===== config.mk =====
export PLATFORM = sky130hd
export DESIGN_NAME = seg7_scan_driver
export DESIGN_NICKNAME = d
export VERILOG_FILES = /design/src/rtl/seg7_pkg.sv /design/src/rtl/seg7_decode.sv /design/src/rtl/seg7_scan_driver.sv
export SDC_FILE = /design/constraint.sdc
export NUM_CORES = 1
export LEC_CHECK = 0
export ABC_AREA = 1
export CORE_ASPECT_RATIO = 2
export CORE_UTILIZATION = 60
export DETAILED_ROUTE_END_ITERATION = 6
export PLACE_DENSITY = 0.85
export SLEW_MARGIN = 20
export SYNTH_ARGS = -nofsm -noshare
export SYNTH_HDL_FRONTEND = slang
export SYNTH_HIERARCHICAL = 1
export SYNTH_SLANG_ARGS = --single-unit

===== constraint.sdc =====
create_clock -name clk -period 3.6 [get_ports clk]
set_clock_uncertainty 0.1 [all_clocks]
set_input_delay 0.54 -clock clk [delete_from_list [all_inputs] [get_ports clk]]
set_output_delay 0.54 -clock clk [all_outputs]
set_load 0.005 [all_outputs]

===== src/rtl/seg7_pkg.sv =====
// seg7_pkg: glyph codes and active-high segment ROM shared by the display-word selector and the scan driver.
package seg7_pkg;
    localparam logic [3:0] GLYPH_A     = 4'hA;
    localparam logic [3:0] GLYPH_B     = 4'hB;
    localparam logic [3:0] GLYPH_C     = 4'hC;
    localparam logic [3:0] GLYPH_D     = 4'hD;
    localparam logic [3:0] GLYPH_E     = 4'hE;
    localparam logic [3:0] GLYPH_BLANK = 4'hF;

    // Bit order {g,f,e,d,c,b,a}, 1 = segment on.
    function automatic logic [6:0] glyph_to_seg(input logic [3:0] nibble);
        case (nibble)
            4'h0:        return 7'h3F;
            4'h1:        return 7'h06;
            4'h2:        return 7'h5B;
            4'h3:        return 7'h4F;
            4'h4:        return 7'h66;
            4'h5:        return 7'h6D;
            4'h6:        return 7'h7D;
            4'h7:        return 7'h07;
            4'h8:        return 7'h7F;
            4'h9:        return 7'h6F;
            GLYPH_A:     return 7'h77;
            GLYPH_B:     return 7'h7C;
            GLYPH_C:     return 7'h39;
            GLYPH_D:     return 7'h5E;
            GLYPH_E:     return 7'h79;
            GLYPH_BLANK: return 7'h00;
            default:     return 7'h00;
        endcase
    endfunction
endpackage


===== src/rtl/seg7_decode.sv =====
// seg7_decode: combinational glyph code to active-low segment pattern.
module seg7_decode
    import seg7_pkg::*;
(
    input  logic [3:0] glyph_i,
    output logic [6:0] seg_o
);
    assign seg_o = ~glyph_to_seg(glyph_i);
endmodule


===== src/rtl/seg7_scan_driver.sv =====
// seg7_scan_driver: 4-digit common-anode scan with per-frame word snapshot, ghost guard and per-digit blink.
module seg7_scan_driver
    import seg7_pkg::*;
#(
    parameter int DIGIT_CYCLES = 50000,
    parameter int BLINK_FRAMES = 64
) (
    input  logic        clk,
    input  logic        reset_n,
    input  logic [15:0] data_in,
    input  logic [3:0]  blink_mask,
    input  logic        enable,
    output logic [3:0]  an,
    output logic [6:0]  seg,
    output logic        frame_done
);
    localparam int CW = $clog2(DIGIT_CYCLES);
    localparam int BW = BLINK_FRAMES > 1 ? $clog2(BLINK_FRAMES) : 1;

    logic [CW-1:0] cnt_q, cnt_d;
    logic [1:0]    idx_q, idx_d;
    logic [BW-1:0] bcnt_q, bcnt_d;
    logic          phase_q, phase_d;
    logic [15:0]   word_q, word_d;
    logic [3:0]    mask_q, mask_d;
    logic [3:0]    an_q, an_d;
    logic [6:0]    seg_q, seg_d, dec_seg;
    logic          done_q;
    logic          slot_end, frame_end, blink_end, lit;

    seg7_decode u_decode (
        .glyph_i(word_q[{idx_q, 2'b00} +: 4]),
        .seg_o  (dec_seg)
    );

    always_comb begin
        slot_end  = cnt_q == CW'(DIGIT_CYCLES - 1);
        frame_end = slot_end && idx_q == 2'd0;
        blink_end = bcnt_q == BW'(BLINK_FRAMES - 1);
        cnt_d     = slot_end ? '0 : cnt_q + CW'(1);
        idx_d     = slot_end ? idx_q - 2'd1 : idx_q;
        bcnt_d    = frame_end ? (blink_end ? '0 : bcnt_q + BW'(1)) : bcnt_q;
        phase_d   = phase_q ^ (frame_end && blink_end);
        word_d    = frame_end ? data_in : word_q;
        mask_d    = frame_end ? blink_mask : mask_q;
        // The last cycle of each slot is dark so idx can move without ghosting.
        lit       = enable && !slot_end && !(mask_q[idx_q] && phase_q);
        an_d      = lit ? ~(4'b0001 << idx_q) : 4'hF;
        seg_d     = lit ? dec_seg : 7'h7F;
    end

    always_ff @(posedge clk or negedge reset_n) begin
        if (!reset_n) begin
            cnt_q   <= '0;
            idx_q   <= 2'd3;
            bcnt_q  <= '0;
            phase_q <= 1'b0;
            word_q  <= 16'hFFFF;
            mask_q  <= 4'h0;
            an_q    <= 4'hF;
            seg_q   <= 7'h7F;
            done_q  <= 1'b0;
        end else begin
            cnt_q   <= cnt_d;
            idx_q   <= idx_d;
            bcnt_q  <= bcnt_d;
            phase_q <= phase_d;
            word_q  <= word_d;
            mask_q  <= mask_d;
            an_q    <= an_d;
            seg_q   <= seg_d;
            done_q  <= frame_end;
        end
    end

    assign an         = an_q;
    assign seg        = seg_q;
    assign frame_done = done_q;
endmodule


# ---- After elaboration in Yosys (flattened, before gate mapping)
# Memories as Yosys holds them, arrays and structs flattened.
# Index checks and enable logic that the tools add are counted.
dict set report totals {
  mem_bits_ro 112
  inputBits 23
  memories 1
  register_bits 57
}
# memory words word_bits rd rd_ports_with_merged_regs wr line_no
set mem_list {}
lappend mem_list {{(no name shown)} 16 7 1 0 0 seg7_pkg.sv:12} ;# case (nibble)
dict set report op_classes {
  n_shift 2
  n_addsub 3
  muxes 6
  n_bitwise 3
  n_eq_ne 2
  magnitude_cmp 1
  n_reduce_logical 8
}
# op count
set ops {}
lappend ops {{adder 16 x 1 -> 16 bit (second input constant)} 1}
lappend ops {{== test 16 bit (second input constant)} 1}
lappend ops {{2-to-1 mux 16 bit} 1}
lappend ops {{variable part select 16 x 5 -> 4 bit} 1}
lappend ops {{2-to-1 mux 7 bit} 1}
lappend ops {{NOT 7 bit} 1}
lappend ops {{adder 6 x 1 -> 6 bit (second input constant)} 1}
lappend ops {{== test 6 bit (second input constant)} 1}
lappend ops {{2-to-1 mux 6 bit} 1}
lappend ops {{logical AND 1 bit} 5}
lappend ops {{2-to-1 mux 4 bit} 1}
lappend ops {{NOT 4 bit} 1}
lappend ops {{left shift 1 x 2 -> 4 bit (first input constant)} 1}
lappend ops {{less-than comparator 2 x 3 -> 1 bit (second input constant)} 1}
lappend ops {{binary-select mux 1 bit (select 2 bit)} 1}
lappend ops {{zero test 1 bit} 2}
lappend ops {{zero test 2 bit} 1}
lappend ops {{subtractor 2 x 1 -> 2 bit (second input constant)} 1}
lappend ops {{2-to-1 mux 1 bit} 1}
lappend ops {{XOR 1 bit} 1}

# ---- Depth between registers and ports, before layout
# Gate-level depths: netlist (run 1).
dict set report logic_depth {
  ltp_word 6
  ltp_mapped 12
  mapped_depth_nobuf 11
}

# ---- Cells and area by module
# Netlist (run 1), hierarchy kept.
# module n_inst area_each_um2 cells_per_inst
set by_module_without_submodules {}
lappend by_module_without_submodules {seg7_scan_driver 1 2816.5 340}
lappend by_module_without_submodules {seg7_decode 1 245.2 45}

# ---- Worst setup path after synthesis (run 1)
# No wires, ideal clock.
dict set report synth_timing {
  kind {reg-to-reg}
  startpoint {register idx_q[0]}
  endpoint {register seg_q[1], in the netlist seg[1]}
  setup_slack_ps 1492
  stages_incl_launch_ff 13
  n_path_buf 1
  t_required_ps 3402
  arrival_ps 1910
  setup_time_ps 98
  cell_sequence {dfstp_2 -> inv_1 -> clkbuf_1 -> o21ai_0 -> o22ai_1 -> inv_1 -> ha_1 -> nand2_1 -> nand2_1 -> o21ai_1 -> nor2_1 -> inv_1 -> nand4_1}
}
# element line_no
set synth_rtl {}
lappend synth_rtl {{start: declaration} seg7_scan_driver.sv:21} ;# logic [1:0] idx_q, idx_d;
lappend synth_rtl {{start signal: assignment} seg7_scan_driver.sv:65} ;# idx_q <= idx_d;
lappend synth_rtl {{variable part select 16 x 5 -> 4 bit} seg7_scan_driver.sv:32} ;# .glyph_i(word_q[{idx_q, 2'b00} +: 4]),
lappend synth_rtl {{memory (16 x 7 bit)} --}
lappend synth_rtl {{NOT 7 bit} seg7_decode.sv:8} ;# assign seg_o = ~glyph_to_seg(glyph_i);
lappend synth_rtl {{named net dec_seg[1]} seg7_scan_driver.sv:27} ;# logic [6:0] seg_q, seg_d, dec_seg;
lappend synth_rtl {{2-to-1 mux 7 bit} seg7_scan_driver.sv:49} ;# seg_d = lit ? dec_seg : 7'h7F;
lappend synth_rtl {{named net seg_d[1]} seg7_scan_driver.sv:27}
lappend synth_rtl {{end signal: assignment} seg7_scan_driver.sv:71} ;# seg_q <= seg_d;
lappend synth_rtl {{end: declaration} seg7_scan_driver.sv:27}
# The timed path passes the listed nets, and every way through them passes these cells. The select of a mux whose other input is x is not followed.
# A chain may end at the register's enable or synchronous reset.

# ---- Worst setup path after layout (run 1)
# Same ends and word-level chain as after synthesis.

==> metrics, run 1 <==
yosys warns=6; worst skew pair latency=between 0.3 and 0.4 ns; Die Y=a little over 100 µm; Slew headroom=around two fifths; Starting Density=62.9%; drt pass-1 iters=4; Die W=~53 µm; synthesis-stage register bit count=57; simple-gate share of the synthesized area=32.2%; # clock sinks=57; first-pass GRT wire length=11.2 mm; clk root buf=clkbuf_8; routed via count=2601; setup bufs post-CTS=0; critical path fanouts, max=13; H-Tree Depth=3; most used cell, CP=inv_1; GPL Wtd Cong=about 0.96; dpl ws=about 1.2 ns; die area=between 0.005 and 0.006 mm²; combinational family with the most area after synthesis=simple AND/OR/NAND/NOR gates; Post-Syn Area=0.00306 mm²; endpoints failing hold=0; cells after synthesis=385; Post-synth EDFFs=0; Initial DRC Count=76; dpl hpwl=4.82 mm; peak supply drop=390 µV; total gr overflow=0; Max Cap Viol=0; core area=approximately 0.005 mm²; GR Util All Layers=between 20% and 30%; CTS resizes=0; I/O pin cnt=35; Post-Syn Nets=420; sequential fraction of the synthesis area=between 40% and 50%; share of layout cells above drive strength 1=about 15%; Fillers=383; setup tns final=0 ns; outcome=completed; Worst-path clk slew=roughly 0.070 ns; period utilization=around two thirds; # DRC=0; remaining antenna violation count=0; total chip power=roughly 1.4 mW; worst reg2reg startpoint=idx_q[0]; placed cell count=approximately 470; WL/cell=approximately 13 µm; Max Freq=~420 MHz; Crit path buffers/inverters=3; Worst Setup End Kind=flop; Largest stage delay, worst path=0.43 ns; mean post-synth cell area=7.95 µm²; Final #Nets=roughly 450; fraction of registers with async set/reset=100%; final wirelength=roughly 6.4 mm; Pwr per Cell Area=374 mW/mm²; number of diodes=0; Slowest cell on crit path=dfstp_2; final setup fails=0; hold-fix buffers at CTS=0; Final Critical Period=between 2 and 2.5 ns; CP Launch Type=flop; WHS=~0.14 ns; Tightest Hold Check Type=in -> async; area delta synth->final=18.4%; initial antenna violation count=0; Layout Cells excl Fill=481; Static Leak=roughly 1.8 nW; crit path from=idx_q[0]; Yosys top cell by area=dfstp_2; WS Path Type=reg -> reg; clock tree buffer depth=2; # port buffers=34; Synth area leaders=dfstp_2 25%, dfrtp_1 23%, nand2_1 15%; Synth Area in XOR/XNOR=about 2.9%; CP arrival=approximately 2.6 ns; Reg2Reg Depth=11; R2R setup slack=1.20 ns; Worst path top cell family by delay=compound AO/OA/AOI/OAI gates; CP cell instances=inv_1 > o21ai_0 > o22ai_1 > inv_1 > ha_1 > nand2_1 > nand2_1 > o21ai_1 > nor2_1 > inv_1 > nand4_1; WP data required=approximately 3.8 ns; post-synth cell types=32; multiplexer area fraction after synthesis=0%; FP Rows=36; Synth top area share=around a quarter; predominant post-synthesis flop cell=dfstp_2; area occupied by multi-input gates=0.00137 mm²; compound-cell area share of the yosys netlist=~4.6%; vias per cell=about 5.4; setup repair after global routing missed its margin=no; Register Area=around 0.0015 mm²; Post-Synth Adder-Cell Area=under 10%; Cell Area, Placed=between 0.003 and 0.004 mm²; RR Endpoint=seg[1]; final worst slack=about 1.2 ns; fin. max-slew vios=0; vias in the first global route=around 2600; CTS tree=built; final non-filler cell area=approximately 0.0036 mm²; worst-margin pin slew=just over 0.9 ns; Layout Utilization=approximately three quarters; CTS Buf Count=9; largest net degree at the start of global routing=32
worst register-to-register path, cell delays in order (launching register included):
cell and delay [ns]:
dfstp_2 0.43, inv_1 0.30, o21ai_0 0.15, o22ai_1 0.37, inv_1 0.16, ha_1 0.34
nand2_1 0.09, nand2_1 0.10, o21ai_1 0.06, nor2_1 0.10, inv_1 0.04, nand4_1 0.08
routing by layer:
metal  part of all wire [%]  track usage [%]  vias up
met1                     35             28.4     1232
met4                    5.1             18.4        0
met2                     56             50.7       64
met3                    3.2             6.93       25
li1                       -                -     1280
met5                      0                0        -
layout by cell type (no fill, tap or decap), types with 2 or more instances in the layout:
master,netlist,final
nand3_1,25,25
nand4_1,13,13
o21ai_0,14,14
nor2_1,43,43
dfrtp_1,28,28
xor2_1,8,8
nor2_2,2,2
ha_1,12,12
dfstp_2,29,29
a21oi_1,4,4
inv_2,3,3
or2_2,2,2
bufinv_16,0,2
xnor2_1,2,2
nor3_1,6,6
nand2_2,3,3
clkinv_2,1,3
clkbuf_8,0,11
nand2_1,125,125
inv_1,37,37
clkdlybuf4s50_1,0,33
o22ai_1,5,5
nor2_4,3,3
how the worst max path moves through the flow:
| stage | depth (start not counted) | end |
|---|---|---|
| after floorplan | 12 | seg[1] |
| after global placement | 6 | bcnt_q[5] |
| after detailed placement | 6 | bcnt_q[5] |
| after CTS | 6 | bcnt_q[5] |
| after global routing | 4 | bcnt_q[0] |
| final | 11 | seg[1] |
registers in the layout (all words and copies together) (netlist names):
name and cells:
phase_q 1, frame_done 1, an 4, idx_q 2, cnt_q 16, mask_q 4, seg 7, bcnt_q 6
word_q 16
cells by family after synthesis:
family	Yosys count
AO/OA/AOI/OAI	26
XOR/XNOR	10
adder cells (fa/ha/maj)	12
buffers and inverters	53
flip-flops	57
AND/OR/NAND/NOR	227
synthesized netlist by cell type (4+ instances only):
master and instances:
xor2_1 8, nand3_1 25, inv_1 37, dfrtp_1 28, nand2_1 125, clkbuf_1 4, nor3_1 6, o22ai_1 5
nand4_1 13, dfstp_2 29, ha_1 12, nor2_1 43, o21ai_0 14, a21oi_1 4
where the power goes:
part | total (mW) | internal [mW] | switching, mW
combinational | 0.0389 | 0.0218 | 0.0170
sequential | 0.643 | 0.643 | 0.000112
clock | 0.675 | 0.424 | 0.251
final cells by class:
class / count / area share, %
timing repair buffer: 35 / 9.45
multi-input combinational: 275 / 37.6
inverter: 41 / 4.28
sequential: 57 / 40.3
clock inverter: 5 / 2.14
tap: 57 / 1.97
clock buffer: 11 / 4.18
(Power assumes the default switching activity.)
==> run 2, diff against run 1 <==
--- a/config.mk
+++ b/config.mk
@@ -7,9 +7,9 @@
 export LEC_CHECK = 0
 export ABC_AREA = 1
 export CORE_ASPECT_RATIO = 2
-export CORE_UTILIZATION = 60
+export CORE_UTILIZATION = 51
 export DETAILED_ROUTE_END_ITERATION = 6
-export PLACE_DENSITY = 0.85
+export PLACE_DENSITY = 0.76
 export SLEW_MARGIN = 20
 export SYNTH_ARGS = -nofsm -noshare
 export SYNTH_HDL_FRONTEND = slang
==> constraint.sdc (replaced) <==
create_clock -name clk -period 2.2 [get_ports clk]
set_clock_uncertainty 0.1 [all_clocks]
set_input_delay 0.33 -clock clk [delete_from_list [all_inputs] [get_ports clk]]
set_output_delay 0.33 -clock clk [all_outputs]
set_load 0.005 [all_outputs]
==> metrics, run 2 (synthesis gave the netlist of run 1 again) <==
remaining antenna violation count=0; Switching Fraction=between 10% and 20%; Final Critical Period=2.12 ns; WHS=about 0.37 ns; Reg2Reg Depth=10; CTS Buf Count=9; Largest stage delay, worst path=between 0.5 and 0.6 ns; initial antenna violation count=0; dpl hpwl=around 5.0 mm; period utilization=96.3%; placed cell count=~480; Cell Area, Placed=~0.0035 mm²; Crit path depth=10; CTS tree=built; RR Endpoint=seg[4]; total chip power=approximately 2.4 mW; Fillers=between 400 and 500; most frequent cells in the layout=125 x nand2_1, 43 x nor2_1, 37 x inv_1, 33 x clkdlybuf4s50_1, 29 x dfstp_2; clock power share=between 50% and 60%; CP arrival=between 2 and 2.5 ns; dpl ws=between 0.1 and 0.15 ns; WP data required=roughly 2.3 ns; GR Util All Layers=24.3%; Worst path top cell family by delay=flip-flops; Worst Setup End Kind=flop; # port buffers=34; GPL Wtd Cong=just over 0.9; Final #Nets=between 400 and 500; number of diodes=0; Worst Hold Path EP=word_q[6]; peak supply drop=between 600 and 700 µV; Die Y=112 µm; CP cell instances=inv_1 > o21ai_0 > o22ai_2 > ha_1 > nand2_1 > o21ai_0 > nand2_1 > nand2_1 > inv_1 > nand4_1; R2R setup slack=about 0.082 ns; CP Launch Type=flop; largest net degree at the start of global routing=35; clock tree buffer depth=2; I/O pin cnt=35; Max Freq=472 MHz; final worst slack=around 0.082 ns; Comb power frac=between 2 and 3%; commonest non-fill, non-tap cell in the layout=nand2_1; final setup fails=0; Static Leak=1.87 nW; outcome=finished with violations; Starting Density=a little over half; WL/cell=13.4 µm; Initial DRC Count=98; vias in the first global route=2659; Reg power frac=between 40% and 50%; worst reg2reg startpoint=idx_q[0]; routed via count=2610; final wirelength=between 6 and 7 mm; Layout Cells excl Fill=496; clk root buf=clkbuf_16; area delta synth->final=24.3%; Tightest Hold Check Type=reg -> reg; H-Tree Depth=3; hold_sp=word_q[6]; Worst-path clk slew=approximately 0.050 ns; # clock sinks=57; die area=between 0.006 and 0.007 mm²; Slew headroom=a little over three fifths; hold depth=2; failing checks=design-rule violations; Max Cap Viol=0; WS Path Type=reg -> reg; drt pass-1 iters=7; Pwr per Cell Area=641 mW/mm²; worst-margin pin slew=0.556 ns; cell internal pwr=about 2.0 mW; vias per cell=around 5.3; total gr overflow=0; most used cell, CP=nand2_1; # DRC=5; first-pass GRT wire length=~12 mm; endpoints failing hold=0; Die W=around 57 µm; worst skew pair latency=0.33 ns; P_sw=between 0.4 and 0.5 mW; final non-filler cell area=approximately 0.0038 mm²; core area=~0.0058 mm²; Slowest cell on crit path=dfstp_2; critical path fanouts, max=8; Crit path buffers/inverters=2; FP Rows=39; share of layout cells above drive strength 1=between 10% and 20%; setup bufs post-CTS=0; fin. max-slew vios=0
[run 2: cell count changes in the layout (fill, tap and decap cells not counted), sizes merged]
cell and change:
buf +10, clkbuf +3, bufinv -2, clkinvlp -1
dlygate4sd3 +1
[run 2: how the worst max path moves through the flow]
stage,from,endpoint,slack [ns]
2_1_floorplan,idx_q[0],seg[1],0.09
3_3_place_gp,idx_q[0],seg[4],0.20
3_5_place_dp,idx_q[0],seg[4],0.13
4_1_cts,idx_q[1],seg[0],0.10
5_1_grt,idx_q[0],seg[0],-0.06
6_report,idx_q[0],seg[4],0.08
[run 2: area by class of cell]
| type | count | area (µm²) | area share, % |
|---|---|---|---|
| clock buffers | 14 | 284 | 7.46 |
| well taps | 61 | 76.3 | 2.01 |
| repair buffers | 46 | 440 | 11.6 |
| multi-input cells | 275 | 1380 | 36.2 |
| clock inverters | 2 | 10.0 | 0.263 |
| flip-flops and latches | 57 | 1460 | 38.4 |
| inverters | 41 | 155 | 4.08 |
[run 2: power groups by stage]
stage / Sequential, mW / Clock, mW / Combinational, mW
global route: 1.05 / 1.40 / 0.0753
global placement: 1.07 / 0 / 0.0667
floorplan: 1.07 / 0 / 0.00269
finish: 1.06 / 1.32 / 0.0670
CTS: 1.05 / 1.35 / 0.0691
detailed placement: 1.07 / 0 / 0.0677
[run 2: tightest hold or removal path, cell delays in order (launching register included)]
cell and delay, ns:
dfstp_2 0.36, nand2_1 0.06, nand2_1 0.05
[run 2: metal layers]
layer | vias up | global-route usage, % | share of wire [%]
met5 | - | 0 | 0
met4 | 0 | 13.7 | 3.7
met3 | 22 | 6.04 | 4.1
met2 | 77 | 43.7 | 56
met1 | 1211 | 24.8 | 36
li1 | 1300 | - | -
[run 2: through the flow]
| step | setup TNS, ns | utilization (%) |
|---|---|---|
| floorplan | 0 | - |
| global placement | 0 | 60.6 |
| detailed placement | 0 | 60.6 |
| CTS | 0 | 65.9 |
| global route | -0.135 | 66.1 |
| finish | 0 | 66.1 |
[run 2: timing repair]
| action | CTS | global route |
|---|---|---|
| hold buffers | 1 | 0 |
| gates resized for setup | 0 | 2 |
| endpoints found under the hold margin | 8 | 0 |
| endpoints found under the setup margin | 0 | 6 |
==> run 3, diff against run 2 <==
--- a/config.mk
+++ b/config.mk
@@ -7,6 +7,7 @@
 export LEC_CHECK = 0
 export ABC_AREA = 1
 export CORE_ASPECT_RATIO = 2
+export CORE_MARGIN = 3
 export CORE_UTILIZATION = 51
 export DETAILED_ROUTE_END_ITERATION = 6
 export PLACE_DENSITY = 0.76
==> metrics, run 3 (synthesis gave the netlist of run 1 again) <==
FP Rows=39; number of diodes=0; routed via count=2559; largest net degree at the start of global routing=30; first-pass GRT wire length=roughly 11 mm; I/O pin cnt=35; Slowest cell on crit path=dfstp_2; Die Y=approximately 120 µm; fin. max-slew vios=0; period utilization=91.2%; clock tree buffer depth=2; drt pass-1 iters=4; WHS=approximately 0.37 ns; commonest non-fill, non-tap cell in the layout=nand2_1; # port buffers=34; clk root buf=clkbuf_16; Die W=60.8 µm; Final #Nets=approximately 470; vias per cell=a little over 5; critical path fanouts, max=6; Tightest Hold Check Type=reg -> reg; worst-margin pin slew=0.581 ns; initial antenna violation count=0; Worst path top cell family by delay=flip-flops; Pwr per Cell Area=624 mW/mm²; Max Freq=between 400 and 500 MHz; Max Cap Viol=0; CP arrival=2.13 ns; # DRC=0; die area=about 0.007 mm²; Starting Density=53.2%; setup tns final=0 ns; outcome=completed; core area=0.00576 mm²; # clock sinks=between 50 and 60; peak supply drop=approximately 630 µV; WP data required=2.33 ns; Final Critical Period=around 2 ns; Worst Setup End Kind=flop; H-Tree Depth=3; CP Launch Type=flop; GR Util All Layers=between 20% and 30%; worst skew pair latency=~0.32 ns; vias in the first global route=2500; area delta synth->final=24.3%; setup repair after global routing missed its margin=no; remaining antenna violation count=0; Fillers=just under 500; Static Leak=1.88 nW; GPL Wtd Cong=approximately 0.95; total gr overflow=0; dpl hpwl=between 5 and 6 mm; Worst-path clk slew=around 0.050 ns; share of layout cells above drive strength 1=between 15 and 20%; final setup fails=0; endpoints failing hold=0; CTS Buf Count=9; WL/cell=between 10 and 15 µm; CP cell instances=dlymetal6s2s_1 > nor2_1 > o22ai_2 > inv_1 > ha_1 > nand2_1 > nand2_1 > o21ai_1 > nor2_1 > inv_1 > nand4_1; Slew headroom=roughly three fifths; Crit path buffers/inverters=3; most frequent cells in the layout=125 x nand2_1, 43 x nor2_1, 36 x inv_1, 33 x clkdlybuf4s50_1, 29 x dfstp_2; Largest stage delay, worst path=roughly 0.57 ns; WS Path Type=reg -> reg; CTS tree=built; Initial DRC Count=120; final wirelength=roughly 6.7 mm
-- run 3: changes by cell type in the layout (fill, tap and decap cells not counted), moves of 2 or more --
cell,before,now
o22ai_1,3,1
clkbuf_8,4,2
o21ai_1,1,4
o21ai_0,14,11
o22ai_2,2,4
-- run 3: final timing paths --
check / depth (start not counted) / startpoint / slack [ns] / to
setup / recovery: 11 / idx_q[0] / 0.19 / seg[1]
hold / removal: 2 / word_q[4] / 0.37 / word_q[4]
setup reg to reg: 11 / idx_q[0] / 0.19 / seg[1]
hold reg to reg: 2 / word_q[4] / 0.37 / word_q[4]
max in group asynchronous: 3 / reset_n / 0.92 / word_q[2]
min in group asynchronous: 2 / reset_n / 0.38 / cnt_q[11]
-- run 3: through the flow --
step                total power, mW  cell area, µm²  std cells  setup WS, ns  util, %
CTS                            2.40            3750        493         0.152     65.2
global route                   2.46            3800        496       0.00246     66.1
floorplan                      1.07            3060        385        0.0920        -
global placement               1.14            3470        476         0.234     60.2
finish                         2.38            3800        496         0.195     66.1
detailed placement             1.14            3470        476         0.155     60.2
-- run 3: worst register-to-register path, cell delays in order (launching register included) --
cell	delay, ns
dfstp_2	0.57
dlymetal6s2s_1	0.18
nor2_1	0.08
o22ai_2	0.16
inv_1	0.10
ha_1	0.30
nand2_1	0.10
nand2_1	0.06
o21ai_1	0.08
nor2_1	0.05
inv_1	0.05
nand4_1	0.08
-- run 3: final cells by class --
type,count,area (µm²),area share [%]
clock buffer,13,260,6.84
clock inverter,3,15.0,0.395
inverter,41,155,4.08
multi-input combinational,275,1390,36.5
sequential,57,1460,38.4
tap,61,76.3,2.01
timing repair buffer,46,445,11.7
-- run 3: what timing repair did --
action                     4_1_cts  5_1_grt
hold buffers                     1        0
hold endpoints to repair        16        0
gates resized for setup          0        8
setup endpoints to repair        0        7
setup buffers                    0        3
-- run 3: per-layer routing --
layer  share of wire [%]  global-route usage (%)  vias up  routed length, µm
met4                 2.9                    11.4        0                192
met5                   0                       0        -                  0
li1                    -                       -     1308                  -
met3                 3.2                    4.79       12                211
met2                  58                    39.9       43               3880
met1                  36                    20.9     1196               2400
-- run 3: report_power, final --
group | leakage (nW) | switching, mW | internal, mW | total, mW
Combinational | 1.08 | 0.0281 | 0.0380 | 0.0661
Sequential | 0.661 | 0.000255 | 1.05 | 1.06
Clock | 0.139 | 0.439 | 0.814 | 1.25
Total | 1.88 | 0.468 | 1.91 | 2.38
